`src/rtl/multi_ctrl.sv`:
```
// multi_ctrl: multi-cycle MIPS control FSM, one state per clock, with memory-ready stalls.
// Control outputs are Moore decodes of the state, plus mem_ready-gated strobes in FETCH and MEMWR.
module multi_ctrl (
    input  logic       clk,
    input  logic       rst,
    input  logic [5:0] opcode,
    input  logic [5:0] funct,
    input  logic       zero,
    input  logic       mem_ready,
    output logic       pc_write,
    output logic       pc_write_cond,
    output logic       iord,
    output logic       mem_read,
    output logic       mem_write,
    output logic       ir_write,
    output logic       memtoreg,
    output logic       regdst,
    output logic       write_reg,
    output logic       alu_src_a,
    output logic [1:0] alu_src_b,
    output logic [1:0] alu_op,
    output logic [1:0] pc_source,
    output logic       instr_done,
    output logic [3:0] state
);
    localparam logic [5:0] OP_RTYPE = 6'h00;
    localparam logic [5:0] OP_LW    = 6'h23;
    localparam logic [5:0] OP_SW    = 6'h2B;
    localparam logic [5:0] OP_BEQ   = 6'h04;
    localparam logic [5:0] OP_J     = 6'h02;
    localparam logic [5:0] OP_ADDI  = 6'h08;

    typedef enum logic [3:0] {
        S_FETCH  = 4'd0,  S_DECODE = 4'd1,  S_MEMADR = 4'd2,  S_MEMRD  = 4'd3,
        S_MEMWB  = 4'd4,  S_MEMWR  = 4'd5,  S_EXEC   = 4'd6,  S_RWB    = 4'd7,
        S_BRANCH = 4'd8,  S_JUMP   = 4'd9,  S_ADDIEX = 4'd10, S_ADDIWB = 4'd11
    } state_t;

    state_t state_q, state_d;
    logic   known_op;
    logic   unused_in;

    // funct and zero are qualified by the ALU/PC datapath, not by the sequencer
    assign unused_in = ^{funct, zero};
    assign known_op  = opcode inside {OP_RTYPE, OP_LW, OP_SW, OP_BEQ, OP_J, OP_ADDI};
    assign state     = state_q;

    always_comb begin
        state_d = S_FETCH;
        case (state_q)
            S_FETCH:  state_d = mem_ready ? S_DECODE : S_FETCH;
            S_DECODE: state_d = (opcode == OP_LW || opcode == OP_SW) ? S_MEMADR :
                                (opcode == OP_RTYPE) ? S_EXEC   :
                                (opcode == OP_BEQ)   ? S_BRANCH :
                                (opcode == OP_J)     ? S_JUMP   :
                                (opcode == OP_ADDI)  ? S_ADDIEX : S_FETCH;
            S_MEMADR: state_d = (opcode == OP_SW) ? S_MEMWR : S_MEMRD;
            S_MEMRD:  state_d = mem_ready ? S_MEMWB : S_MEMRD;
            S_MEMWR:  state_d = mem_ready ? S_FETCH : S_MEMWR;
            S_EXEC:   state_d = S_RWB;
            S_ADDIEX: state_d = S_ADDIWB;
            default:  state_d = S_FETCH;
        endcase
    end

    always_ff @(posedge clk or posedge rst) begin
        if (rst) state_q <= S_FETCH;
        else     state_q <= state_d;
    end

    always_comb begin
        pc_write      = 1'b0;
        pc_write_cond = 1'b0;
        iord          = 1'b0;
        mem_read      = 1'b0;
        mem_write     = 1'b0;
        ir_write      = 1'b0;
        memtoreg      = 1'b0;
        regdst        = 1'b0;
        write_reg     = 1'b0;
        alu_src_a     = 1'b0;
        alu_src_b     = 2'd0;
        alu_op        = 2'd0;
        pc_source     = 2'd0;
        instr_done    = 1'b0;
        if (!rst) begin
            case (state_q)
                S_FETCH: begin
                    mem_read  = 1'b1;
                    alu_src_b = 2'd1;
                    ir_write  = mem_ready;
                    pc_write  = mem_ready;
                end
                S_DECODE: begin
                    alu_src_b  = 2'd3;
                    instr_done = !known_op;
                end
                S_MEMADR, S_ADDIEX: begin
                    alu_src_a = 1'b1;
                    alu_src_b = 2'd2;
                end
                S_MEMRD: begin
                    mem_read = 1'b1;
                    iord     = 1'b1;
                end
                S_MEMWB: begin
                    write_reg  = 1'b1;
                    memtoreg   = 1'b1;
                    instr_done = 1'b1;
                end
                S_MEMWR: begin
                    mem_write  = 1'b1;
                    iord       = 1'b1;
                    instr_done = mem_ready;
                end
                S_EXEC: begin
                    alu_src_a = 1'b1;
                    alu_op    = 2'd2;
                end
                S_RWB: begin
                    write_reg  = 1'b1;
                    regdst     = 1'b1;
                    instr_done = 1'b1;
                end
                S_BRANCH: begin
                    alu_src_a     = 1'b1;
                    alu_op        = 2'd1;
                    pc_write_cond = 1'b1;
                    pc_source     = 2'd1;
                    instr_done    = 1'b1;
                end
                S_JUMP: begin
                    pc_write   = 1'b1;
                    pc_source  = 2'd2;
                    instr_done = 1'b1;
                end
                S_ADDIWB: begin
                    write_reg  = 1'b1;
                    instr_done = 1'b1;
                end
                default: ;
            endcase
        end
    end
endmodule
```
`config.mk`:
```
export PLATFORM = sky130hd
export DESIGN_NAME = multi_ctrl
export DESIGN_NICKNAME = d
export VERILOG_FILES = /design/src/rtl/multi_ctrl.sv
export SDC_FILE = /design/constraint.sdc
export NUM_CORES = 1
export LEC_CHECK = 0
export CAP_MARGIN = 25
export CORE_MARGIN = 4
export CORE_UTILIZATION = 25
export DETAILED_ROUTE_END_ITERATION = 6
export GPL_TIMING_DRIVEN = 0
export PLACE_DENSITY_LB_ADDON = 0.25
export SYNTH_ARGS = -nofsm -noshare
export SYNTH_HDL_FRONTEND = slang
export SYNTH_SLANG_ARGS = --single-unit
```
`constraint.sdc`:
```
create_clock -name clk -period 2.89 [get_ports clk]
set_input_delay 0.578 -clock clk [delete_from_list [all_inputs] [get_ports clk]]
set_output_delay 0.578 -clock clk [all_outputs]
set_load 0.03 [all_outputs]
```
==> results of run 1 <==
[worst register-to-register path: stages (launching register included)]
cell and delay [ns]:
dfrtp_1 0.51, nand2b_1 0.20, o41a_1 0.42, o221ai_1 0.22
[cell type report]
class,count,area [µm²],area share
repair buffers,28,278,0.306
multi-input cells,69,419,0.461
plain buffers,9,47.5,0.0523
well taps,27,33.8,0.0372
inverters,2,7.51,0.00826
clock buffers,3,22.5,0.0248
flip-flops and latches,4,100,0.110
[per-stage QoR]
step	worst slack [ns]	instance area (µm²)	instances	power, mW
after floorplan	0.305	574	84	0.487
after CTS	0.120	908	142	0.752
after global routing	0.00921	908	142	0.809
final	0.160	908	142	0.748
after detailed placement	-0.102	888	139	0.687
after global placement	-0.0721	888	139	0.682
[worst paths after layout]
kind | startpoint | end
min in group clk | state[3]$_DFF_PP0_ | state[1]$_DFF_PP0_
max in group asynchronous | rst | state[1]$_DFF_PP0_
worst min-delay path | rst | state[3]$_DFF_PP0_
worst min register to register | state[3]$_DFF_PP0_ | state[1]$_DFF_PP0_
worst max register to register | state[0]$_DFF_PP0_ | state[0]$_DFF_PP0_
worst max-delay path | rst | pc_source[0]
[placed cells by master (no fill, tap or decap), types with 2 or more instances in the layout]
cell type / instances
clkbuf_4: 3
o22ai_1: 2
nand2_1: 7
buf_2: 4
nor2_1: 9
and3_1: 3
nor3_1: 9
nor2b_1: 2
clkbuf_1: 2
nor3b_1: 2
dlygate4sd2_1: 2
clkdlybuf4s50_1: 26
a21oi_1: 3
o211ai_1: 2
inv_1: 2
dfrtp_1: 4
o21ai_0: 3
nor4_1: 4
nand2b_1: 6
buf_4: 2
[per-layer routing]
layer / part of all wire / wire length (µm) / track usage
met5: 0 / 0 / 0
met3: 0.090 / 150 / 0.0325
met4: 0 / 0 / 0.0208
met2: 0.47 / 792 / 0.172
met1: 0.44 / 729 / 0.134
[logic make-up (layout without fill, tap and decap cells)]
kind of cell	after synthesis	in the layout	synth area share
compound gates	20	20	0.256
xor+xnor	2	2	0.0308
buf+inv	11	42	0.0969
flops	4	4	0.176
simple gates	47	47	0.441
[timing repair]
item | in CTS | in global routing
setup buffers | 0 | 0
hold buffers | 0 | 0
endpoints found under the setup margin | 2 | 0
resized for setup | 2 | 0
[power by group through the flow]
stage / clock [mW] / sequential [mW] / combinational (mW)
after floorplan: 0 / 0.136 / 0.351
after global placement: 0 / 0.105 / 0.577
after detailed placement: 0 / 0.107 / 0.579
after CTS: 0.0727 / 0.107 / 0.573
after global routing: 0.0821 / 0.111 / 0.616
final: 0.0696 / 0.108 / 0.570
==> flow_metrics.py, run 1 <==
metrics = {
    "timing": {
        "final.min_clock_period_ns": 2.73,
        "maxSlewViolCount": 0,
        "rsz0062_at_grt": "false",
        "post-route-period-util": 0.945,
        "tightest_slew_ns": 0.398,
        "hold_slack_ns": 0.343,
        "setup_violations": 0,
        "max_freq_mhz": 366,
        "finClkSkew_ns": 0.00206,
        "slew_headroom": 0.735,
        "tns_ns": 0,
        "final-hold-violation-count": 0,
    },
    "placement": {
        "port_buffers": 28,
        "place_congestion": 0.839,
        "place_hpwl_mm": 1.32,
    },
    "synth": {
        "ys_async_sr_fraction": 1.00,
        "ys.flop_type": "dfrtp_1",
        "syn-instance-count": 84,
        "synth_edf_count": 0,
        "synth_common_cells": "9 x nor2_1, 9 x nor3_1, 7 x nand2_1",
        "ys_top_cells_by_area": "dfrtp_1 18%, nor3_1 7.9%, nand2b_1 6.6%, nor2_1 5.9%, nor4_1 5.5%",
        "syn-num-nets": 100,
        "synth_seq_cells": 4,
        "yosys_warnings": 0,
        "yosysUniqueCellTypes": 34,
        "synth_top_area_frac": 0.176,
        "avgSynthCellArea_um2": 6.76,
        "syn_area_um2": 568,
        "synth.largest_area_cell": "dfrtp_1",
        "seq_area_frac_synth": 0.176,
    },
    "drt": {
        "ant_nets": 0,
        "vias": 735,
        "wl_per_cell_um": 11.8,
        "drtIter0Drc": 19,
        "drc_errors": 0,
        "drt-pass1-iter-count": 4,
        "drt_wl_total_mm": 1.67,
        "vias_per_cell": 5.18,
    },
    "clock_tree": {
        "numClockSinks": 4,
        "cts_tree": "done",
        "numCtsBuffers": 3,
        "insertion_delay_ns": 0.24,
        "root_buffer": "clkbuf_4",
        "htreeDepth": 1,
        "clk_pin_slew_ns": 0.04,
        "ctsLongestPathBuffers": 2,
    },
    "global_route": {
        "antenna_found_initial": 0,
        "overflow": 0,
        "grt_pass1_wl_mm": 2.76,
        "grt_max_degree": 11,
        "grt_use_total": 0.105,
        "grt_pass1_vias": 608,
    },
    "die": {
        "initial_core_util": 0.275,
        "dieHeight_um": 55.7,
        "dieArea_um2": 3100,
        "io_pins": 37,
        "rows": 16,
        "core-area_um2": 2060,
        "die_w_um": 55.7,
    },
    "finish": {
        "drive_gt1_frac": 0.104,
        "fillers": 237,
        "largest_register_ffs": 4,
        "diodes": 0,
        "syn_to_final_growth_pct": 59.9,
        "nets": 133,
        "fin_util": 0.441,
    },
    "worst_setup_path": {
        "reg2reg_slack_ns": 1.44,
        "startpoint_type": "input pin",
        "cp.depth": 5,
        "path_class": "input pin to output port",
        "end_kind": "output port",
        "slowest_delay_ns": 0.65,
        "worstPathArrival_ns": 2.15,
        "slowest_stage": "clkdlybuf4s50_1",
        "required_ns": 2.31,
        "cp_top_family": "buffers and inverters",
        "worstPathCellList": "clkbuf_1 > clkbuf_1 > nor4_2 > buf_4 > clkdlybuf4s50_1",
        "worst_path_most_repeated_cell": "clkbuf_1",
        "r2r_cells": 3,
        "crit_fanout": 10,
        "crit_buf_inv": 4,
    },
    "pwr": {
        "comb_power_share": 0.763,
        "netSwitchingFraction": 0.534,
        "peakVddDrop_uv": 358,
        "pwr_density_cell_nw_per_um2": 823,
        "leakage_nw": 0.344,
        "power_frac_seq": 0.144,
        "p_switching_mw": 0.400,
        "intPower_mw": 0.348,
        "power_frac_clock": 0.093,
    },
    "hold_path": {
        "hold_path_class": "input pin to async pin",
    },
    "job": {
        "max_cap_violations": 0,
    },
    "run_status": {
        "status": "finished, final reports clean",
    },
}
Power figures use the tool's default switching activity.
==> run 2, diff against run 1 <==
--- a/config.mk
+++ b/config.mk
@@ -11,6 +11,7 @@
 export DETAILED_ROUTE_END_ITERATION = 6
 export GPL_TIMING_DRIVEN = 0
 export PLACE_DENSITY_LB_ADDON = 0.25
+export SLEW_MARGIN = 40
 export SYNTH_ARGS = -nofsm -noshare
 export SYNTH_HDL_FRONTEND = slang
 export SYNTH_SLANG_ARGS = --single-unit
==> results of run 2 <==
Final layout, timing and power as in run 1 (identical DEF).
==> run 3, diff against run 2 <==
--- a/config.mk
+++ b/config.mk
@@ -5,6 +5,7 @@
 export SDC_FILE = /design/constraint.sdc
 export NUM_CORES = 1
 export LEC_CHECK = 0
+export ABC_AREA = 1
 export CAP_MARGIN = 25
 export CORE_MARGIN = 4
 export CORE_UTILIZATION = 25
==> run 3 against run 2 <==
  * Hold slack improved by 0.34 ns
  * Critical path depth did not move
  * Highest routed layer is now met4
  * Largest power group unchanged
  * Fmax fell by 1.9%
  * Wire length fell by 11%
  * Die area fell by 6.2%
==> flow_metrics.py, run 3 <==
metrics = {
    "finish": {
        "layout_common_cells": "29 x nand2_1, 26 x clkdlybuf4s50_1, 24 x nor2_1",
        "layout.cells.non_filler": 159,
        "fillers": 216,
        "fin_util": 0.443,
        "diodes": 0,
        "nets": 150,
        "layout_commonest_cell": "nand2_1",
        "syn_to_final_growth_pct": 66.7,
        "final_area_um2": 878,
        "largest_register_ffs": 4,
        "drive_gt1_frac": 0.129,
    },
    "clock_tree": {
        "htreeDepth": 1,
        "numClockSinks": 4,
        "root_buffer": "clkbuf_4",
        "insertion_delay_ns": 0.24,
        "clk_pin_slew_ns": 0.04,
        "ctsLongestPathBuffers": 2,
        "cts_tree": "done",
        "cts_setup_buffers": 0,
        "numCtsBuffers": 3,
    },
    "placement": {
        "place_hpwl_mm": 1.29,
        "port_buffers": 29,
        "pre_cts_slack_ns": -0.0588,
        "place_congestion": 0.795,
        "dp.cells": 156,
        "place_area_um2": 851,
    },
    "global_route": {
        "grt_pass1_wl_mm": 2.38,
        "antenna_found_initial": 0,
        "grt_max_degree": 11,
        "grt_pass1_vias": 638,
        "grt_use_total": 0.114,
        "overflow": 0,
    },
    "die": {
        "io_pins": 37,
        "dieArea_um2": 2910,
        "dieHeight_um": 53.9,
        "core-area_um2": 1980,
        "initial_core_util": 0.266,
        "rows": 16,
        "die_w_um": 53.9,
    },
    "synth": {
        "synth_edf_count": 0,
        "synth.largest_area_cell": "nand2_1",
        "seq_area_frac_synth": 0.190,
        "yosys_warnings": 0,
        "ys_async_sr_fraction": 1.00,
        "syn_area_um2": 527,
        "synth_common_cells": "29 x nand2_1, 24 x nor2_1, 9 x inv_1",
        "synth_seq_cells": 4,
        "ys.flop_type": "dfrtp_1",
        "syn-instance-count": 100,
        "ys_top_cells_by_area": "nand2_1 21%, dfrtp_1 19%, nor2_1 17%, nand3_1 6.7%, inv_1 6.4%",
        "synth_top_area_frac": 0.207,
        "synth.most_common_cell": "nand2_1",
        "avgSynthCellArea_um2": 5.27,
        "yosysUniqueCellTypes": 17,
        "syn-num-nets": 116,
    },
    "timing": {
        "finClkSkew_ns": 0.00678,
        "tightest_slew_ns": 0.316,
        "maxSlewViolCount": 0,
        "rsz0062_at_grt": "false",
        "setup_violations": 0,
        "slew_headroom": 0.789,
        "tns_ns": 0,
        "max_freq_mhz": 359,
        "hold_slack_ns": 0.679,
        "post-route-period-util": 0.963,
        "final.min_clock_period_ns": 2.78,
        "timing.final.ws_setup_ns": 0.106,
        "final-hold-violation-count": 0,
    },
    "drt": {
        "wl_per_cell_um": 9.41,
        "drc_errors": 0,
        "vias_per_cell": 4.43,
        "ant_nets": 0,
        "drtIter0Drc": 16,
        "vias": 705,
        "drt-pass1-iter-count": 4,
        "drt_wl_total_mm": 1.50,
    },
    "run_status": {
        "status": "finished, final reports clean",
    },
    "pwr": {
        "pwr_density_cell_nw_per_um2": 580,
        "p_total_mw": 0.509,
        "leakage_nw": 0.440,
        "peakVddDrop_uv": 266,
    },
    "worst_setup_path": {
        "startpoint_type": "input pin",
        "worstPathArrival_ns": 2.21,
        "path_class": "input pin to output port",
        "required_ns": 2.31,
        "crit_fanout": 5,
        "end_kind": "output port",
    },
    "hold_path": {
        "hold_path_class": "input pin to async pin",
    },
    "job": {
        "max_cap_violations": 0,
    },
}
[run 3: cell families after synthesis]
logic type             synth area share
buffers and inverters             0.121
AND/OR/NAND/NOR                   0.551
flip-flops                        0.190
AO/OA/AOI/OAI                     0.138
[run 3: power by group]
part | switching, mW | internal [mW] | total (mW) | leakage, nW
logic | 0.216 | 0.128 | 0.345 | 0.373
clock network | 0.0246 | 0.0465 | 0.0712 | 0.0138
registers | 0.0232 | 0.0699 | 0.0931 | 0.0531
total | 0.264 | 0.245 | 0.509 | 0.440
[run 3: layer usage]
layer / GRT usage / vias up / wire length, µm
met2: 0.208 / 16 / 782
met3: 0.0166 / 2 / 67
met1: 0.118 / 305 / 621
li1: - / 382 / -
met4: 0.0766 / 0 / 25
met5: 0 / - / 0
[run 3: worst paths after layout]
path / startpoint / end / slack, ns / cells past startpoint
worst min register to register: state[3]$_DFF_PP0_ / state[2]$_DFF_PP0_ / 0.74 / 3
max in group asynchronous: rst / state[1]$_DFF_PP0_ / 2.05 / 2
worst min-delay path: rst / state[2]$_DFF_PP0_ / 0.68 / 2
min in group clk: state[3]$_DFF_PP0_ / state[2]$_DFF_PP0_ / 0.74 / 3
worst max register to register: state[3]$_DFF_PP0_ / state[1]$_DFF_PP0_ / 1.68 / 4
worst max-delay path: rst / mem_read / 0.11 / 5
[run 3: cell type report]
class / instances / area (µm²) / share of cell area
Multi-Input combinational cell: 81 / 363 / 0.413
Timing Repair Buffer: 29 / 294 / 0.335
Sequential cell: 4 / 100 / 0.114
Inverter: 12 / 45.0 / 0.0513
Tap cell: 27 / 33.8 / 0.0385
Clock buffer: 3 / 22.5 / 0.0256
Buffer: 3 / 20.0 / 0.0228
[run 3: worst max-delay path, cell delays in order]
cell	delay, ns
clkdlybuf4s50_1	0.50
inv_1	0.19
nand2_1	0.09
nor3_1	0.14
clkdlybuf4s50_1	0.70
[run 3: what timing repair did]
item                       in CTS  in global routing
hold buffers                    0                  0
setup endpoints to repair       3                  2
gates resized for setup         2                  2
